## config.mk

```make
export PLATFORM = sky130hd
export DESIGN_NAME = deser8
export DESIGN_NICKNAME = d
export VERILOG_FILES = /design/src/rtl/deser8.sv
export SDC_FILE = /design/constraint.sdc
export NUM_CORES = 1
export LEC_CHECK = 0
export CAP_MARGIN = 30
export CORE_UTILIZATION = 55
export CTS_BUF_LIST = sky130_fd_sc_hd__clkbuf_8
export DETAILED_ROUTE_END_ITERATION = 10
export GPL_TIMING_DRIVEN = 0
export PLACE_DENSITY = 0.86
export SYNTH_ARGS = -nofsm -noshare
export SYNTH_HDL_FRONTEND = slang
export SYNTH_SLANG_ARGS = --single-unit
export TNS_END_PERCENT = 100
```

## constraint.sdc

```tcl
create_clock -name clk -period 2.58 [get_ports clk]
set_input_delay 0.516 -clock clk [delete_from_list [all_inputs] [get_ports clk]]
set_output_delay 0.516 -clock clk [all_outputs]
set_load 0.005 [all_outputs]
```

## src/rtl/deser8.sv

```systemverilog
// 1:8 LSB-first serial-to-parallel deserializer with a valid/ready word output.
// Defining DESER8_ALIGN_EN adds a HUNT/LOCK framing search for SYNC_WORD.
module deser8 #(
    parameter logic [7:0] SYNC_WORD = 8'hAA
) (
    input  logic       clk,
    input  logic       rst,
    input  logic       din,
    input  logic       din_valid,
    output logic [2:0] bit_idx,
    output logic [7:0] word_out,
    output logic       word_valid,
    input  logic       word_ready,
    output logic       overrun,
    output logic       aligned
);

    logic [7:0] sr;
    logic [7:0] new_word;
    logic       cap;
    logic       done;

    assign cap      = din_valid & aligned;
    assign done     = cap && (bit_idx == 3'd7);
    // The 8th bit is still on din, so merge it in directly.
    assign new_word = {din, sr[6:0]};

    always_ff @(posedge clk) begin
        if (rst) begin
            sr         <= '0;
            bit_idx    <= '0;
            word_out   <= '0;
            word_valid <= 1'b0;
            overrun    <= 1'b0;
        end else begin
            if (cap) begin
                sr[bit_idx] <= din;
                bit_idx     <= bit_idx + 3'd1;
            end
            if (done) begin
                // Accept the new word if the slot is empty or being drained now.
                if (!word_valid || word_ready) begin
                    word_out   <= new_word;
                    word_valid <= 1'b1;
                end else begin
                    overrun <= 1'b1;
                end
            end else if (word_valid && word_ready) begin
                word_valid <= 1'b0;
            end
        end
    end

`ifdef DESER8_ALIGN_EN
    typedef enum logic {HUNT, LOCK} state_t;

    state_t     state, state_nxt;
    logic [7:0] window;
    logic [7:0] window_nxt;

    // Newest bit enters at the top so the window reads in LSB-first order.
    assign window_nxt = {din, window[7:1]};

    always_ff @(posedge clk) begin
        if (rst) begin
            state  <= HUNT;
            window <= '0;
        end else begin
            state <= state_nxt;
            if (din_valid && state == HUNT) window <= window_nxt;
        end
    end

    always_comb begin
        state_nxt = state;
        if (state == HUNT && din_valid && window_nxt == SYNC_WORD) state_nxt = LOCK;
    end

    assign aligned = (state == LOCK);
`else
    assign aligned = 1'b1;
`endif

endmodule
```

# Yosys cells after proc, flatten, opt, wreduce, memory -nomap -nowiden
# Index checks and enable logic that the tools add are counted.
# op_classes
addsub,1
n_lt_le_gt_ge,2
eq_ne,2
n_mux,6
bitwise,1
n_reduce_logical,9
# op_table
cell,count
bitwise mux 8 bit,1
AND reduction 2 bit,3
< comparator 3 x 4 -> 1 bit (second input constant),1
2-to-1 mux 1 bit,4
adder 3 x 1 -> 3 bit (second input constant),1
demux 1 bit (select 3 bit),1
equality test 3 bit (second input constant),1
>= comparator 3 x 1 -> 1 bit (second input constant),1
logical AND 1 bit,3
!= test 2 x 1 -> 1 bit (second input constant),1
nonzero test 2 bit,1
zero test 1 bit,1
logical OR 1 bit,1
NOT 1 bit,1
# word_totals
register_bits,21
inputBits,5
output_inout_bits,14
wordCells,26

# Depth between registers and ports, before layout
# Gate-level depths: netlist (run 1).
# depth
depth_word,5
ltp_mapped,5
ltp_nobuf,5

# Least setup slack after synthesis (run 1)
# No wires, ideal clock.
# synth_path
path_type,register to register
startpoint,register bit_idx[1]
endpoint,register word_out[0]
setup_time_ns,0.132
arrival_ns,1.242
required_ns,2.448
slack_ns,1.207
stages_incl_launch_ff,6
path_buffers,0
period_less_slack_ns,1.373
cell_sequence,dfxtp_1 > ha_1 > ha_1 > nand2_1 > o21ai_0 > a21oi_1
# synth_between
elab_chain_len,3
# synth_rtl
item,line_no,text
"start, declared",10,"output logic [2:0] bit_idx,"
"start signal, assigned",38,bit_idx <= bit_idx + 3'd1;
equality test 3 bit,24,assign done = cap && (bit_idx == 3'd7);
logical AND 1 bit,24,
AND reduction 2 bit (no line),--,
"end signal, assigned",43,word_out <= new_word;
"end, declared",11,"output logic [7:0] word_out,"
# No other way between the ends.
# A chain may end at the register's enable or synchronous reset.

# Worst setup path after layout (run 1)
# layout_path
startpoint,register bit_idx[2]
endpoint,output bit_idx[2]
# No word-level cell between the ends.

==> results.json, run 1 <==
{
  "dieWidth_um": 41.8,
  "post-route-period-util": 0.730,
  "fin_crit_ns": 1.88,
  "initial_utilization": 0.586,
  "synth.most_common_cell": "dfxtp_1",
  "r2r_cells": 5,
  "rows": 14,
  "worstPathMaxFanout": 10,
  "clkPwrFrac": 0.385,
  "switching_power_uw": 133,
  "path_cells": "clkdlybuf4s50_1",
  "synth_nets": 96,
  "p_sw_frac": 0.216,
  "comb_power_share": 0.092,
  "yosysWarnings": 0,
  "htreeDepth": 1,
  "grt_pass1_wl_mm": 2.70,
  "route.detailed.drc": 0,
  "cts_buffers": 3,
  "ys_seq_elements": 20,
  "dr.first_iter.drc_count": 16,
  "totalWireLength_mm": 1.63,
  "synth-edff-count": 0,
  "cp.depth": 1,
  "postCtsHoldBufs": 0,
  "hold_violations": 0,
  "ys.flop_type": "dfxtp_1",
  "p_leak_uw": 0.000430,
  "cts_tree": "yes",
  "grt_pass1_vias": 640,
  "clkSinkCount": 20,
  "die_y_um": 41.8,
  "wl_per_cell_um": 12.9,
  "synth_commonest_cells": "dfxtp_1, o21ai_0, mux2i_1",
  "core_area_um2": 1490,
  "gp_congestion": 0.719,
  "synth.yosys.seq_area_share": 0.459,
  "worstSetupStartpointType": "flop",
  "syn_avg_cell_area_um2": 9.80,
  "power.density_nw_per_um2": 551,
  "synth_top_area_share": 0.459,
  "die_area_um2": 1750,
  "portBuffers": 17,
  "via_per_inst": 5.66,
  "yosysTopAreaCell": "dfxtp_1",
  "intPower_uw": 483,
  "syn_to_final_growth_pct": 28.1,
  "fin_tns_setup_ns": 0,
  "synth_cell_types": 22,
  "status": "completed",
  "worst_ep_arrival_time_ns": 1.37,
  "cts_resized": 0,
  "cts_root_buf": "clkbuf_8",
  "overflow": 0,
  "skew_ns": 0.00117,
  "setup-violations-final": 0,
  "grt_start_max_net_pins": 12,
  "rsz0062_at_grt": "false",
  "dpl-instance-area_um2": 1060,
  "end_kind": "output port",
  "design_area_um2": 1120,
  "holdPathStages": 2,
  "ir_drop_mv": 0.401,
  "path_buf_inv": 1,
  "cap_violations": 0,
  "antenna_cells": 0,
  "antenna_found_initial": 0,
  "track_usage": 0.207,
  "post-cts-setup-buffers": 0,
  "path_clk_slew_ns": 0.07,
  "clock_path_buffers": 2,
  "slew_viol_final": 0,
  "drtPass1Iterations": 4,
  "synth_area_um2": 872,
  "nNetsFinal": 118,
  "async_reset_ff_frac": 0,
  "ioPinCount": 19,
  "timing.fmax_mhz": 531,
  "clock_latency_ns": 0.26,
  "max_stage_delay_ns": 0.57,
  "seq_power_share": 0.523,
  "vias": 713,
  "synth_cells": 89,
  "critical_path_class": "reg2out",
  "ant_nets": 0,
  "crit_required_ns": 2.06,
  "cp_slowest_cell": "clkdlybuf4s50_1",
  "drive_gt1_frac": 0.0727,
  "min_path_type": "reg2reg",
  "cp_top_family": "buffers and inverters",
  "synth_area_leaders": "dfxtp_1, mux2i_1, o21ai_0, nand2b_1, nor2b_1"
}
kinds of logic after synthesis:
| kind of cell | after synthesis | synth area share |
|---|---|---|
| and+or+nand+nor | 32 | 0.247 |
| DFF | 20 | 0.459 |
| AOI/OAI and AO/OA | 18 | 0.105 |
| muxes | 9 | 0.103 |
| buffers and inverters | 6 | 0.0430 |
| adders and majority gates | 2 | 0.0287 |
| other | 1 | 0.00430 |
| xor gates and xnor gates | 1 | 0.0100 |
area by class of cell:
type / instances / area, um2
tap: 16 / 20.0
fill: 121 / 372
sequential: 20 / 400
buffer: 6 / 37.5
timing repair buffer: 17 / 170
multi-input combinational: 63 / 434
clock buffer: 4 / 55.1
worst paths after layout:
kind | end | slack (ns) | start
max | bit_idx[2] | 0.70 | bit_idx[2]
min reg2reg | sr[6] | 0.48 | sr[6]
max reg2reg | word_out[2] | 0.90 | bit_idx[1]
min | sr[6] | 0.48 | sr[6]
layout by cell type, fill, tap and decap left out, drive strengths merged, types with 3 or more instances in the layout:
cell type      Yosys  final
a21oi              3      3
buf                3      3
clkbuf             3      7
clkdlybuf4s50      0     17
dfxtp             20     20
mux2i              9      9
nand2b             7      7
nand4b             3      3
nor2               6      6
nor2b              7      7
o21ai             14     14
worst min-delay path, delay by kind of cell, from the launching register on:
kind	cells	cell delay (ns)
flip-flops	1	0.30
AND/OR/NAND/NOR	1	0.07
multiplexers	1	0.06
power by group through the flow:
stage / Combinational [uW] / Clock (uW) / Sequential [uW]
6_report: 56.6 / 237 / 322
5_1_grt: 61.5 / 254 / 323
4_1_cts: 56.9 / 245 / 322
3_5_place_dp: 56.5 / 0 / 329
3_3_place_gp: 54.6 / 0 / 329
2_1_floorplan: 36.3 / 0 / 328
state kept, by name (all words and copies together) (netlist names):
register / flops
word_valid: 1
sr: 7
overrun: 1
bit_idx: 3
word_out: 8
through the flow:
stage | instances | total power (uW) | setup slack (ns) | hold WS, ns | utilization
after floorplan | 89 | 365 | 1.21 | 0.450 | -
after global placement | 122 | 383 | 0.844 | 0.459 | 0.713
after detailed placement | 122 | 386 | 0.817 | 0.461 | 0.713
after CTS | 126 | 623 | 0.678 | 0.484 | 0.750
after global routing | 126 | 638 | 0.640 | 0.508 | 0.750
final | 126 | 616 | 0.696 | 0.483 | 0.750
routing by layer:
layer / up-vias / part of all wire / global-route usage
met1: 345 / 0.44 / 0.231
li1: 350 / - / -
met4: 0 / 0.018 / 0.135
met3: 4 / 0.025 / 0.0261
met2: 14 / 0.52 / 0.363
met5: - / 0 / 0
(Power assumes the default switching activity.)
==> run 2: changes to the inputs <==
--- a/config.mk
+++ b/config.mk
@@ -6,11 +6,12 @@
 export NUM_CORES = 1
 export LEC_CHECK = 0
 export CAP_MARGIN = 30
-export CORE_UTILIZATION = 55
+export CORE_ASPECT_RATIO = 0.8
+export CORE_UTILIZATION = 46
 export CTS_BUF_LIST = sky130_fd_sc_hd__clkbuf_8
 export DETAILED_ROUTE_END_ITERATION = 10
 export GPL_TIMING_DRIVEN = 0
-export PLACE_DENSITY = 0.86
+export PLACE_DENSITY = 0.76
 export SYNTH_ARGS = -nofsm -noshare
 export SYNTH_HDL_FRONTEND = slang
 export SYNTH_SLANG_ARGS = --single-unit
==> constraint.sdc (replaced) <==
create_clock -name clk -period 1.7 [get_ports clk]
set_input_delay 0.34 -clock clk [delete_from_list [all_inputs] [get_ports clk]]
set_output_delay 0.34 -clock clk [all_outputs]
set_load 0.005 [all_outputs]
==> run 2 against run 1 <==
Against the previous run: via count shrank 2.0%; clock skew is essentially flat; sequential share of layout area shrank 0.096 points; first-iteration DRC count grew 25%; cell area grew 0.90%; utilization shrank 9.0 points; combinational power grew 53%; wire length grew 7.3%; die area grew 19%; non-clock buffer count is the same; register-to-register slack lost 0.76 ns; global-route usage shrank 0.14 points; critical endpoint unchanged; largest power group unchanged; highest routed layer unchanged.
==> results.json, run 2 (synthesis results as in run 1) <==
{
  "critical_path_class": "reg2out",
  "cp_slowest_cell": "clkdlybuf4s50_1",
  "rsz0062_at_grt": "false",
  "grt_pass1_wl_mm": 2.94,
  "drtPass1Iterations": 4,
  "via_per_inst": 5.30,
  "totalWireLength_mm": 1.75,
  "hold_violations": 0,
  "max_stage_delay_ns": 0.55,
  "gp_congestion": 0.775,
  "min_path_type": "reg2reg",
  "fillCellCount": 149,
  "cts_buffers": 3,
  "status": "completed",
  "timing.final.ws_setup_ns": 0.0980,
  "pre_cts_ws_ns": 0.0784,
  "skew_ns": 0.00130,
  "drive_gt1_frac": 0.0909,
  "slew_viol_final": 0,
  "worstSetupStartpointType": "flop",
  "clock_path_buffers": 2,
  "final_util": 0.660,
  "antenna_found_initial": 0,
  "vias": 699,
  "antenna_cells": 0,
  "power.density_nw_per_um2": 835,
  "die_y_um": 40.9,
  "largest-register": "word_out",
  "ir_drop_mv": 0.618,
  "path_clk_slew_ns": 0.07,
  "setup-violations-final": 0,
  "worstPathMaxFanout": 10,
  "largest_register_ffs": 8,
  "track_usage": 0.205,
  "clock_latency_ns": 0.26,
  "rows": 13,
  "htreeDepth": 1,
  "core_area_um2": 1710,
  "fin_tns_setup_ns": 0,
  "top_regs": "word_out: 8 flops, sr: 7 flops, bit_idx: 3 flops",
  "worst_ep_arrival_time_ns": 1.26,
  "grt_start_max_net_pins": 12,
  "timing.fmax_mhz": 624,
  "post-route-period-util": 0.942,
  "path_cells": "clkdlybuf4s50_1",
  "ant_nets": 0,
  "register_area_um2": 403,
  "dieWidth_um": 50.7,
  "cap_violations": 0,
  "die_area_um2": 2080,
  "dr.first_iter.drc_count": 20,
  "cts_tree": "yes",
  "cts_root_buf": "clkbuf_8",
  "postCtsHoldBufs": 0,
  "ioPinCount": 19,
  "multi_input_area_um2": 434,
  "grt_pass1_vias": 617,
  "p_leak_uw": 0.000431,
  "initial_utilization": 0.511,
  "layout_common_cells": "dfxtp_1, clkdlybuf4s50_1, o21ai_0",
  "layout_commonest_cell": "dfxtp_1",
  "end_kind": "output port",
  "path_buf_inv": 1,
  "crit_required_ns": 1.36,
  "clkSinkCount": 20,
  "syn_to_final_growth_pct": 29.3,
  "cp_top_family": "buffers and inverters",
  "dp_hpwl_mm": 1.16,
  "nNetsFinal": 118,
  "wl_per_cell_um": 13.2,
  "fin_crit_ns": 1.60,
  "portBuffers": 17,
  "route.detailed.drc": 0,
  "overflow": 0
}
-- run 2: cell counts in the layout (fill, tap and decap cells not counted) --
Identical to the previous run, type by type.
-- run 2: final cells by class --
class,count,area share
Clock buffer,4,0.0488
Buffer,6,0.0333
Sequential cell,20,0.357
Timing Repair Buffer,17,0.151
Multi-Input combinational cell,63,0.385
Tap cell,22,0.0244
-- run 2: power by group --
part | total, uW | internal [uW] | switching, uW | leakage [uW]
clock network | 364 | 206 | 158 | 0.0000288
registers | 491 | 478 | 12.5 | 0.000163
logic | 86.6 | 49.6 | 37.0 | 0.000239
-- run 2: metrics by stage --
stage	power, uW	hold WS (ns)	instance area [um2]	instances
floorplan	553	0.450	872	89
global placement	584	0.451	1070	128
detailed placement	586	0.468	1070	128
global route	979	0.516	1130	132
finish	941	0.476	1130	132
CTS	946	0.478	1130	132
-- run 2: layer usage --
| metal | vias up | share of wire | global-route usage |
|---|---|---|---|
| met1 | 323 | 0.47 | 0.240 |
| met2 | 23 | 0.45 | 0.347 |
| met3 | 2 | 0.070 | 0.0815 |
| met4 | 0 | 0.0063 | 0.0833 |
| li1 | 351 | - | - |
| met5 | - | 0 | 0 |
-- run 2: tightest hold or removal path, delay by kind of cell, from the launching register on --
kind / cells / cell delay, ns
DFF: 1 / 0.31
AOI/OAI and AO/OA: 2 / 0.12
-- run 2: worst paths after layout --
check / from / end / slack [ns] / cells past startpoint
min: word_out[0] / word_out[0] / 0.48 / 2
max reg2reg: bit_idx[1] / word_out[1] / 0.14 / 5
min reg2reg: word_out[0] / word_out[0] / 0.48 / 2
max: bit_idx[2] / bit_idx[2] / 0.1 / 1
-- run 2: timing repair --
item	in CTS	in global routing
endpoints found under the setup margin	3	0
gates resized for setup	2	0
endpoints found under the hold margin	0	0
buffers inserted	0	0
